$ cat src/rtl/complete_graph_valve_sequencer_pkg.sv
// Shared types and edge-numbering helpers for the complete-graph valve sequencer.
// Optional transfer counter is enabled with the COMPLETE_SEQ_COUNT_EN macro.
package complete_seq_pkg;

  typedef enum logic [1:0] {
    IDLE  = 2'd0,
    OPEN  = 2'd1,
    FLOW  = 2'd2,
    CLOSE = 2'd3
  } seq_state_t;

  function automatic int edge_count(input int n);
    return n * (n - 1) / 2;
  endfunction

  // Row-major numbering of the upper triangle of the adjacency matrix (a < b).
  function automatic int edge_index(input int a, input int b, input int n);
    return a * n - a * (a + 1) / 2 + (b - a - 1);
  endfunction

  function automatic int idx_width(input int e);
    return (e > 1) ? $clog2(e) : 1;
  endfunction

endpackage

$ cat src/rtl/complete_graph_valve_sequencer_if.sv
// Transfer-request channel between the chip scheduler (master) and the sequencer (slave).
interface complete_graph_valve_sequencer_if #(
  parameter int N_PORTS = 8,
  parameter int HOLD_W  = 8
);
  localparam int PW = $clog2(N_PORTS);

  logic              req_valid;
  logic              req_ready;
  logic [PW-1:0]     req_src;
  logic [PW-1:0]     req_dst;
  logic [HOLD_W-1:0] req_hold;

  modport master (
    output req_valid, req_src, req_dst, req_hold,
    input  req_ready
  );

  modport slave (
    input  req_valid, req_src, req_dst, req_hold,
    output req_ready
  );

endinterface

$ cat src/rtl/complete_graph_valve_sequencer_edge_index.sv
// Combinational port pair -> undirected edge index, with self-loop and range checks.
module complete_edge_index
  import complete_seq_pkg::*;
#(
  parameter  int N_PORTS = 8,
  localparam int PW      = $clog2(N_PORTS),
  localparam int E       = edge_count(N_PORTS),
  localparam int EW      = idx_width(E)
) (
  input  logic [PW-1:0] src,
  input  logic [PW-1:0] dst,
  output logic [EW-1:0] idx,
  output logic          valid
);

  int a;
  int b;

  always_comb begin
    a     = (src < dst) ? int'(src) : int'(dst);
    b     = (src < dst) ? int'(dst) : int'(src);
    valid = (src != dst) && (int'(src) < N_PORTS) && (int'(dst) < N_PORTS);
    idx   = valid ? EW'(edge_index(a, b, N_PORTS)) : '0;
  end

endmodule

$ cat src/rtl/complete_graph_valve_sequencer.sv
// Edge-valve sequencer for K_N: OPEN -> FLOW -> CLOSE per accepted transfer, one valve at a time.
// Define COMPLETE_SEQ_COUNT_EN to add the saturating xfer_count output.
module complete_graph_valve_sequencer
  import complete_seq_pkg::*;
#(
  parameter  int N_PORTS = 8,
  parameter  int SETTLE  = 2,
  parameter  int HOLD_W  = 8,
  localparam int E       = edge_count(N_PORTS),
  localparam int EW      = idx_width(E)
) (
  input  logic                              clk,
  input  logic                              rst,
  complete_graph_valve_sequencer_if.slave   req,
  output logic [E-1:0]                      valve_open,
  output logic [EW-1:0]                     active_edge,
  output logic                              busy,
  output logic                              done,
  output logic                              err
`ifdef COMPLETE_SEQ_COUNT_EN
  ,
  output logic [15:0]                       xfer_count
`endif
);

  // Counter must hold both the settle reload and the largest hold value.
  localparam int SW = $clog2(SETTLE + 1);
  localparam int CW = (HOLD_W > SW) ? HOLD_W : SW;
  localparam logic [CW-1:0] SETTLE_LAST = CW'(SETTLE - 1);

  seq_state_t        state, state_n;
  logic [CW-1:0]     cnt, cnt_n;
  logic [HOLD_W-1:0] hold_r, hold_n;
  logic [EW-1:0]     edge_n;
  logic [E-1:0]      valve_n;
  logic              done_n, err_n;
  logic [EW-1:0]     req_idx;
  logic              req_ok;
  logic              accept;

  complete_edge_index #(.N_PORTS(N_PORTS)) u_edge_index (
    .src   (req.req_src),
    .dst   (req.req_dst),
    .idx   (req_idx),
    .valid (req_ok)
  );

  assign req.req_ready = (state == IDLE);
  assign busy          = (state != IDLE);
  assign accept        = req.req_valid && (state == IDLE);

  always_comb begin
    state_n = state;
    cnt_n   = cnt;
    hold_n  = hold_r;
    edge_n  = active_edge;
    valve_n = valve_open;
    done_n  = 1'b0;
    err_n   = 1'b0;
    unique case (state)
      IDLE: begin
        if (accept) begin
          if (req_ok) begin
            state_n          = OPEN;
            cnt_n            = SETTLE_LAST;
            hold_n           = req.req_hold;
            edge_n           = req_idx;
            valve_n          = '0;
            valve_n[req_idx] = 1'b1;
          end else begin
            err_n = 1'b1;
          end
        end
      end
      OPEN: begin
        if (cnt == '0) begin
          if (hold_r != '0) begin
            state_n = FLOW;
            cnt_n   = CW'(hold_r - 1'b1);
          end else begin
            state_n = CLOSE;
            cnt_n   = SETTLE_LAST;
            valve_n = '0;
          end
        end else begin
          cnt_n = cnt - 1'b1;
        end
      end
      FLOW: begin
        if (cnt == '0) begin
          state_n = CLOSE;
          cnt_n   = SETTLE_LAST;
          valve_n = '0;
        end else begin
          cnt_n = cnt - 1'b1;
        end
      end
      CLOSE: begin
        if (cnt == '0) begin
          state_n = IDLE;
          done_n  = 1'b1;
        end else begin
          cnt_n = cnt - 1'b1;
        end
      end
      default: state_n = IDLE;
    endcase
  end

  always_ff @(posedge clk) begin
    if (rst) begin
      state       <= IDLE;
      valve_open  <= '0;
      active_edge <= '0;
      done        <= 1'b0;
      err         <= 1'b0;
    end else begin
      state       <= state_n;
      valve_open  <= valve_n;
      active_edge <= edge_n;
      done        <= done_n;
      err         <= err_n;
    end
  end

  // Phase counter and latched hold are only meaningful outside IDLE.
  always_ff @(posedge clk) begin
    cnt    <= cnt_n;
    hold_r <= hold_n;
  end

`ifdef COMPLETE_SEQ_COUNT_EN
  logic [15:0] xfer_cnt;

  always_ff @(posedge clk) begin
    if (rst) begin
      xfer_cnt <= '0;
    end else if (done_n && (xfer_cnt != 16'hFFFF)) begin
      xfer_cnt <= xfer_cnt + 16'd1;
    end
  end

  assign xfer_count = xfer_cnt;
`endif

endmodule
$ cat src/flat_wrapper.sv
// flat-port wrapper written by rule: the top's interface ports become plain ports
module complete_graph_valve_sequencer_flat import complete_seq_pkg::*;
#(
  parameter  int N_PORTS = 8,
  parameter  int SETTLE  = 2,
  parameter  int HOLD_W  = 8,
  localparam int E       = edge_count(N_PORTS),
  localparam int EW      = idx_width(E)
)
  (clk, rst, valve_open, active_edge, busy, done, err, req_req_valid, req_req_src, req_req_dst, req_req_hold, req_req_ready);
  complete_graph_valve_sequencer_if #(.N_PORTS(N_PORTS), .HOLD_W(HOLD_W)) req_i ();
  input  logic clk;
  input  logic rst;
  output logic [E-1:0] valve_open;
  output logic [EW-1:0] active_edge;
  output logic busy;
  output logic done;
  output logic err;
  input wire logic [$bits(req_i.req_valid)-1:0] req_req_valid;
  input wire logic [$bits(req_i.req_src)-1:0] req_req_src;
  input wire logic [$bits(req_i.req_dst)-1:0] req_req_dst;
  input wire logic [$bits(req_i.req_hold)-1:0] req_req_hold;
  output wire logic [$bits(req_i.req_ready)-1:0] req_req_ready;
  assign req_i.req_valid = req_req_valid;
  assign req_i.req_src = req_req_src;
  assign req_i.req_dst = req_req_dst;
  assign req_i.req_hold = req_req_hold;
  assign req_req_ready = req_i.req_ready;
  complete_graph_valve_sequencer #(.N_PORTS(N_PORTS), .SETTLE(SETTLE), .HOLD_W(HOLD_W)) u_core (.clk(clk), .rst(rst), .req(req_i), .valve_open(valve_open), .active_edge(active_edge), .busy(busy), .done(done), .err(err));
endmodule
$ cat config.mk
export PLATFORM = sky130hd
export DESIGN_NAME = complete_graph_valve_sequencer_flat
export DESIGN_NICKNAME = d
export VERILOG_FILES = /design/src/rtl/complete_graph_valve_sequencer_pkg.sv /design/src/rtl/complete_graph_valve_sequencer_if.sv /design/src/rtl/complete_graph_valve_sequencer_edge_index.sv /design/src/rtl/complete_graph_valve_sequencer.sv /design/src/flat_wrapper.sv
export SDC_FILE = /design/constraint.sdc
export NUM_CORES = 1
export LEC_CHECK = 0
export ABC_CLOCK_PERIOD_IN_PS = 6860
export CAP_MARGIN = 5
export CORE_MARGIN = 2
export CORE_UTILIZATION = 35
export CTS_CLUSTER_DIAMETER = 50
export DETAILED_ROUTE_END_ITERATION = 8
export GPL_ROUTABILITY_DRIVEN = 0
export PLACE_DENSITY_LB_ADDON = 0.1
export SYNTH_ARGS = -nofsm -noshare
export SYNTH_HDL_FRONTEND = slang
export SYNTH_SLANG_ARGS = --single-unit
$ cat constraint.sdc
create_clock -name clk -period 6.86 [get_ports clk]
set_clock_uncertainty 0.1 [all_clocks]
set_input_delay 1.372 -clock clk [delete_from_list [all_inputs] [get_ports clk]]
set_output_delay 1.372 -clock clk [all_outputs]
set_load 0.05 [all_outputs]
==> results.py, run 1 <==
metrics = {
    "status": {
        "status": "completed",
    },
    "synth": {
        "synth_top_family_by_area": "compound AO/OA/AOI/OAI gates",
        "synth-seq-cells": 53,
        "synth_mux_area_share_pct": 2.20,
        "synthTopCellsByArea": "dfxtp_1 (24%), edfxtp_1 (15%), ha_1 (12%)",
        "ys_types": 48,
        "async_flop_share_pct": 0,
        "synth_fp_nets": 371,
        "synth_area_mm2": 0.00313,
        "yosys.area_share.adder_pct": 15.2,
        "avgSynthCellArea_um2": 9.81,
        "synth_edf_count": 16,
        "yosysMostFrequentCell": "dfxtp_1",
        "synth_warnings": 0,
        "yosysTopAreaCell": "dfxtp_1",
        "synthTopCellsByCount": "dfxtp_1 (37), nor2_1 (34), nand2_1 (31)",
        "synth_compound_area_share_pct": 15.3,
        "yosys.area_share.simple_pct": 15.1,
        "syn_inst": 319,
        "synth_top_flop_cell": "dfxtp_1",
        "synthDominantCellAreaShare_pct": 23.7,
        "ys_seq_area_share_pct": 39.0,
        "synthXorXnorAreaFrac_pct": 8.11,
    },
    "sta": {
        "min_period_ps": 6660,
        "maxSlewViolCount": 0,
        "setup_viol": 0,
        "period_share_pct": 97.1,
        "worst_pin_slew_ps": 809,
        "max_slew_margin_pct": 46.1,
        "fmax_mhz": 150,
        "hold_viol": 0,
    },
    "placed_design": {
        "dp.cells": 498,
        "io_buffer_count": 53,
        "place_hpwl_um": 5350,
    },
    "clocking": {
        "cts-root-buf": "clkbuf_8",
        "cts_buffers": 5,
        "cts_sinks": 53,
        "htree_levels": 2,
        "cts_tree": "done",
        "ctsHoldBuffers": 0,
        "path_clk_slew_ps": 110,
        "insertion_delay_ps": 310,
        "clk_path_buf_depth": 2,
    },
    "routing": {
        "ant_nets": 0,
        "vias_per_cell": 4.92,
        "dr.pass1.iters": 5,
        "num_vias": 2499,
        "wl_per_cell_um": 13.6,
        "drc": 0,
        "drt_iter0_drc": 107,
        "routed_wirelength_um": 6910,
    },
    "setup_path": {
        "path_class": "in2reg",
        "cp_max_fo": 13,
        "r2r_end": "u_core.valve_open[25]$_SDFFE_PP0P_",
        "cp-end-kind": "flip-flop",
        "r2r_cells": 9,
        "arrival_ps": 6780,
        "r2r_start": "u_core.cnt[0]$_DFFE_PP_",
        "crit_path_max_incr_delay_ps": 550,
        "path_common_cell": "inv_1",
        "crit_slowest_cell": "fa_1",
        "cp.required_ps": 6970,
        "ff2ff_setup_slack_ps": 4080,
        "critPathLaunchType": "input port",
    },
    "power": {
        "switchingPower_mw": 0.883,
        "p_leak_nw": 1.72,
        "p_clk_share_pct": 9.4,
        "pwr-share-seq_pct": 23.3,
        "ir_worst_vdd_v": 0.000289,
        "powerDensity_mw_per_mm2": 470,
        "p_comb_share_pct": 67.4,
        "p_int_mw": 1.08,
        "swShare_pct": 45.0,
        "p_total_mw": 1.96,
    },
    "floorplan": {
        "start_util_pct": 36.1,
        "core_mm2": 0.00868,
        "ios": 54,
        "die_w_um": 98.6,
        "rows": 34,
        "die_area_mm2": 0.00972,
        "die_h_um": 98.6,
    },
    "grt": {
        "grt_pass1_wl_um": 11500,
        "grt_use_total_pct": 14.4,
        "grt-ovfl-total": 0,
        "antenna_found_initial": 0,
        "grt_max_degree": 28,
        "grt_pass1_vias": 2458,
    },
    "finish": {
        "antenna-diode-count": 0,
        "multi_input_area_mm2": 0.00183,
        "drive_above_1_share_pct": 15.8,
        "nFillCells": 843,
        "area.growth.synth_to_final_pct": 33.6,
        "seq_area_mm2": 0.00122,
        "finalNonFillerCells": 508,
        "nets": 451,
    },
    "worst_hold_path": {
        "min_path_cells": 2,
        "hp-class": "reg2reg",
        "worstHoldEndpoint": "u_core.valve_open[9]$_SDFFE_PP0P_",
        "hold_start": "u_core.valve_open[9]$_SDFFE_PP0P_",
    },
    "run": {
        "maxCapViolations": 0,
    },
}
==> cell families after synthesis <==
kind of cell,after synthesis
AO/OA/AOI/OAI,63
XOR/XNOR,23
multiplexers,6
adder cells (fa/ha/maj),35
AND/OR/NAND/NOR,101
buffers and inverters,38
flip-flops,53
==> layout make-up <==
| class | count | share of cell area (%) |
|---|---|---|
| Inverter | 29 | 2.60 |
| Sequential cell | 53 | 29.2 |
| Clock buffer | 5 | 1.65 |
| Clock inverter | 3 | 0.598 |
| Tap cell | 108 | 3.23 |
| Multi-Input combinational cell | 228 | 43.8 |
| Timing Repair Buffer | 82 | 19.0 |
==> timing repair <==
item,in CTS,in global routing
endpoints found under the setup margin,0,29
resized for setup,0,14
setup buffers,0,3
==> metrics by stage <==
step	hold slack (ps)	util (%)	setup TNS [ps]	worst slack, ps	instance area [um2]
global placement	342	45.8	-4910	-217	3980
detailed placement	341	45.8	-6970	-289	3980
finish	349	48.2	0	198	4180
global route	373	48.2	-13.3	-8.50	4180
CTS	356	46.9	0	5.39	4070
floorplan	430	-	0	122	3130
==> power by group through the flow <==
stage          clock network (mW)  registers [mW]  logic (mW)
2_1_floorplan                   0           0.547       0.708
3_3_place_gp                    0           0.466        1.20
3_5_place_dp                    0           0.464        1.20
4_1_cts                     0.191           0.457        1.21
5_1_grt                     0.202           0.468        1.44
6_report                    0.184           0.457        1.32
==> worst max-delay path by stage <==
stage,from,endpoint,slack (ps),depth (start not counted)
6_report,req_req_src[1],u_core.valve_open[16]$_SDFFE_PP0P_,200,27
5_1_grt,req_req_src[1],u_core.valve_open[15]$_SDFFE_PP0P_,-9,27
4_1_cts,req_req_dst[2],u_core.valve_open[16]$_SDFFE_PP0P_,5,28
3_5_place_dp,req_req_dst[2],u_core.valve_open[17]$_SDFFE_PP0P_,-290,28
3_3_place_gp,req_req_dst[2],u_core.valve_open[15]$_SDFFE_PP0P_,-220,27
2_1_floorplan,req_req_dst[2],u_core.valve_open[20]$_SDFFE_PP0P_,120,26
==> layout by cell type, fill, tap and decap left out, types with 3 or more instances in the layout <==
cell and instances:
a21oi_1 11, a22oi_1 6, a32o_1 15, and2_1 4
and3_1 4, buf_12 3, buf_4 26, clkbuf_8 5
clkdlybuf4s50_1 50, dfxtp_1 37, dlymetal6s2s_1 3, edfxtp_1 16
fa_1 5, ha_1 25, ha_4 4, inv_1 27
mux2i_1 4, nand2_1 31, nand2b_1 4, nand3_1 4
nor2_1 34, nor3_1 8, o21ai_0 3, o21ai_1 12
xnor2_1 10, xor2_1 8
==> registers in the layout, indices dropped and copies added, names as in the netlist <==
| name | count |
|---|---|
| u_core.cnt | 8 |
| u_core.state | 2 |
| u_core.hold_r | 8 |
| u_core.valve_open | 28 |
| u_core.err | 1 |
| u_core.active_edge | 5 |
| u_core.done | 1 |
==> routing by layer <==
metal,track usage [%],up-vias,wire length (um)
met3,1.84,7,222
li1,-,1273,-
met5,0,-,0
met1,18.8,1172,3160
met4,4.11,0,91
met2,25.2,47,3440
==> worst max-delay path, delay by kind of cell <==
family,cells,cell delay (ps)
adders and majority gates,9,2740
buffers and inverters,8,1080
AOI/OAI and AO/OA,3,580
xor gates and xnor gates,4,520
muxes,1,270
and+or+nand+nor,2,210
Note: power is estimated with default switching activity, not from simulation.
==> run 2, diff against run 1 <==
- ABC_AREA: default -> 0
==> results of run 2 <==
The final DEF is identical to that of run 1; final timing and power are the same.
==> run 3, diff against run 2 <==
- ABC_AREA: 0 -> 1
- CORE_MARGIN: 2 -> default
==> results.py, run 3 <==
metrics = {
    "finish": {
        "antenna-diode-count": 0,
        "top_register": "u_core.valve_open",
        "final_util_pct": 48.5,
        "biggestRegsByFlops": "u_core.valve_open x28, u_core.cnt x8, u_core.hold_r x8",
        "nFillCells": 940,
        "layout_common_cells": "inv_1 (68), nand2_1 (65), nor2_1 (54)",
        "area.growth.synth_to_final_pct": 32.6,
        "largest_reg_flops": 28,
        "drive_above_1_share_pct": 18.7,
        "nets": 571,
        "final_common_cell": "inv_1",
    },
    "sta": {
        "fmax_mhz": 156,
        "min_period_ps": 6420,
        "worst_pin_slew_ps": 813,
        "whs_ps": 369,
        "setup_viol": 0,
        "max_slew_margin_pct": 45.8,
        "period_share_pct": 93.6,
        "worst_slack_ps": 439,
        "rsz0062_at_grt": "no",
        "maxSlewViolCount": 0,
        "hold_viol": 0,
    },
    "worst_hold_path": {
        "hp-class": "reg2reg",
    },
    "routing": {
        "num_vias": 2937,
        "dr.pass1.iters": 4,
        "highest_layer": "met4",
        "dr_wl_met3_um": 228,
        "wl_met2_um": 3800,
        "drt_iter0_drc": 88,
        "wl_met1_um": 3490,
        "ant_nets": 0,
        "routed_wirelength_um": 7630,
        "drc": 0,
        "wl_per_cell_um": 11.8,
        "vias_per_cell": 4.53,
    },
    "floorplan": {
        "start_util_pct": 36.6,
        "core_mm2": 0.00933,
        "die_w_um": 101,
        "ios": 54,
        "die_h_um": 101,
        "rows": 35,
        "die_area_mm2": 0.0101,
    },
    "synth": {
        "synth-seq-cells": 53,
        "yosys.area_share.simple_pct": 29.1,
        "synth_area_mm2": 0.00341,
        "synthTopCellsByArea": "dfxtp_1 (22%), edfxtp_1 (14%), ha_1 (11%)",
        "synthDominantCellAreaShare_pct": 21.7,
        "synthXorXnorAreaFrac_pct": 2.57,
        "synth_warnings": 0,
        "async_flop_share_pct": 0,
        "synth_top_flop_cell": "dfxtp_1",
        "synth_compound_area_share_pct": 8.47,
        "ys_seq_area_share_pct": 35.8,
        "synth_top_family_by_area": "simple AND/OR/NAND/NOR gates",
        "synth_fp_nets": 491,
        "yosys.area_share.adder_pct": 13.9,
        "syn_inst": 439,
        "yosysTopAreaCell": "dfxtp_1",
        "avgSynthCellArea_um2": 7.77,
        "synthTopCellsByCount": "inv_1 (75), nand2_1 (67), nor2_1 (56)",
        "synth_mux_area_share_pct": 0,
        "ys_types": 33,
        "synth_edf_count": 16,
        "yosysMostFrequentCell": "inv_1",
    },
    "clocking": {
        "cts_buffers": 5,
        "htree_levels": 2,
        "insertion_delay_ps": 300,
        "cts-root-buf": "clkbuf_8",
        "cts_tree": "done",
        "path_clk_slew_ps": 110,
        "clk_path_buf_depth": 2,
        "cts_sinks": 53,
        "ctsHoldBuffers": 0,
    },
    "placed_design": {
        "dp_slack_ps": -523,
        "io_buffer_count": 53,
        "place_hpwl_um": 5860,
    },
    "grt": {
        "grt_max_degree": 34,
        "grt-ovfl-total": 0,
        "grt_pass1_vias": 2869,
        "grt_pass1_wl_um": 12700,
        "antenna_found_initial": 0,
        "grt_use_total_pct": 15.7,
    },
    "power": {
        "powerDensity_mw_per_mm2": 426,
        "p_leak_nw": 1.95,
        "ir_worst_vdd_v": 0.000177,
    },
    "setup_path": {
        "arrival_ps": 6570,
        "critPathLaunchType": "input port",
        "path_common_cell": "nand2_1",
        "crit_path_max_incr_delay_ps": 540,
        "cp.required_ps": 7010,
        "crit_buf_inv": 7,
        "cp_max_fo": 6,
        "crit_slowest_cell": "fa_1",
        "cp_top_family": "adder cells",
        "cp-end-kind": "flip-flop",
        "path_class": "in2reg",
    },
    "status": {
        "status": "completed",
    },
    "run": {
        "maxCapViolations": 0,
    },
}
## run 3: cell types whose count changed after synthesis, moves of 14 or more
cell / delta
nand2_1: +36
nand4_1: +18
nor2_1: +22
nand3_1: +14
inv_1: +46
a21oi_1: +27
a32o_1: -15
## run 3: timing repair
item,CTS,global route
setup buffers,0,3
resized for setup,6,29
pin swaps,4,13
endpoints found under the setup margin,29,29
## run 3: kinds of logic (layout without fill, tap and decap cells)
logic type / Yosys count / count (layout)
compound gates: 55 / 55
simple gates: 197 / 197
xor+xnor: 10 / 10
fa+ha+maj: 35 / 35
buf+inv: 89 / 170
flops: 53 / 53
## run 3: power breakdown
group | internal, mW | switching [mW] | total (mW)
sequential | 0.399 | 0.0410 | 0.440
combinational | 0.475 | 0.830 | 1.30
clock | 0.0739 | 0.107 | 0.181
## run 3: worst paths after layout
path                                                           end  slack (ps)                         startpoint  cells after the start
worst min-delay path             u_core.valve_open[0]$_SDFFE_PP0P_         370  u_core.valve_open[0]$_SDFFE_PP0P_                      2
worst max-delay path            u_core.valve_open[19]$_SDFFE_PP0P_         440                     req_req_src[2]                     36
worst min register to register   u_core.valve_open[0]$_SDFFE_PP0P_         370  u_core.valve_open[0]$_SDFFE_PP0P_                      2
worst max register to register  u_core.valve_open[19]$_SDFFE_PP0P_        4290            u_core.cnt[4]$_DFFE_PP_                     13
## run 3: final cells by class
type / instances / area (um2) / area share [%]
clock buffer: 5 / 68.8 / 1.52
clock inverter: 3 / 25.0 / 0.553
inverter: 80 / 300 / 6.64
multi-input combinational: 297 / 1980 / 43.8
sequential: 53 / 1220 / 27.0
tap: 129 / 161 / 3.57
timing repair buffer: 82 / 763 / 16.9
## run 3: tightest hold or removal path, cell delays in order (launching register included)
cell	delay [ps]
dfxtp_1	320
nand2_1	60
a21oi_1	50
## run 3: layer usage
metal | vias to the layer above | track usage, %
met5 | - | 0
met4 | 0 | 4.91
met3 | 8 | 2.15
met2 | 41 | 28.7
met1 | 1321 | 19.0
li1 | 1567 | -
## run 3: through the flow
stage	TNS (ps)	cells	total power [mW]	cell area (um2)
6_report	0	649	1.93	4520
5_1_grt	0	649	2.10	4520
4_1_cts	0	646	1.89	4400
3_5_place_dp	-13310	638	1.65	4250
3_3_place_gp	-9180	638	1.63	4250
2_1_floorplan	0	439	1.28	3410
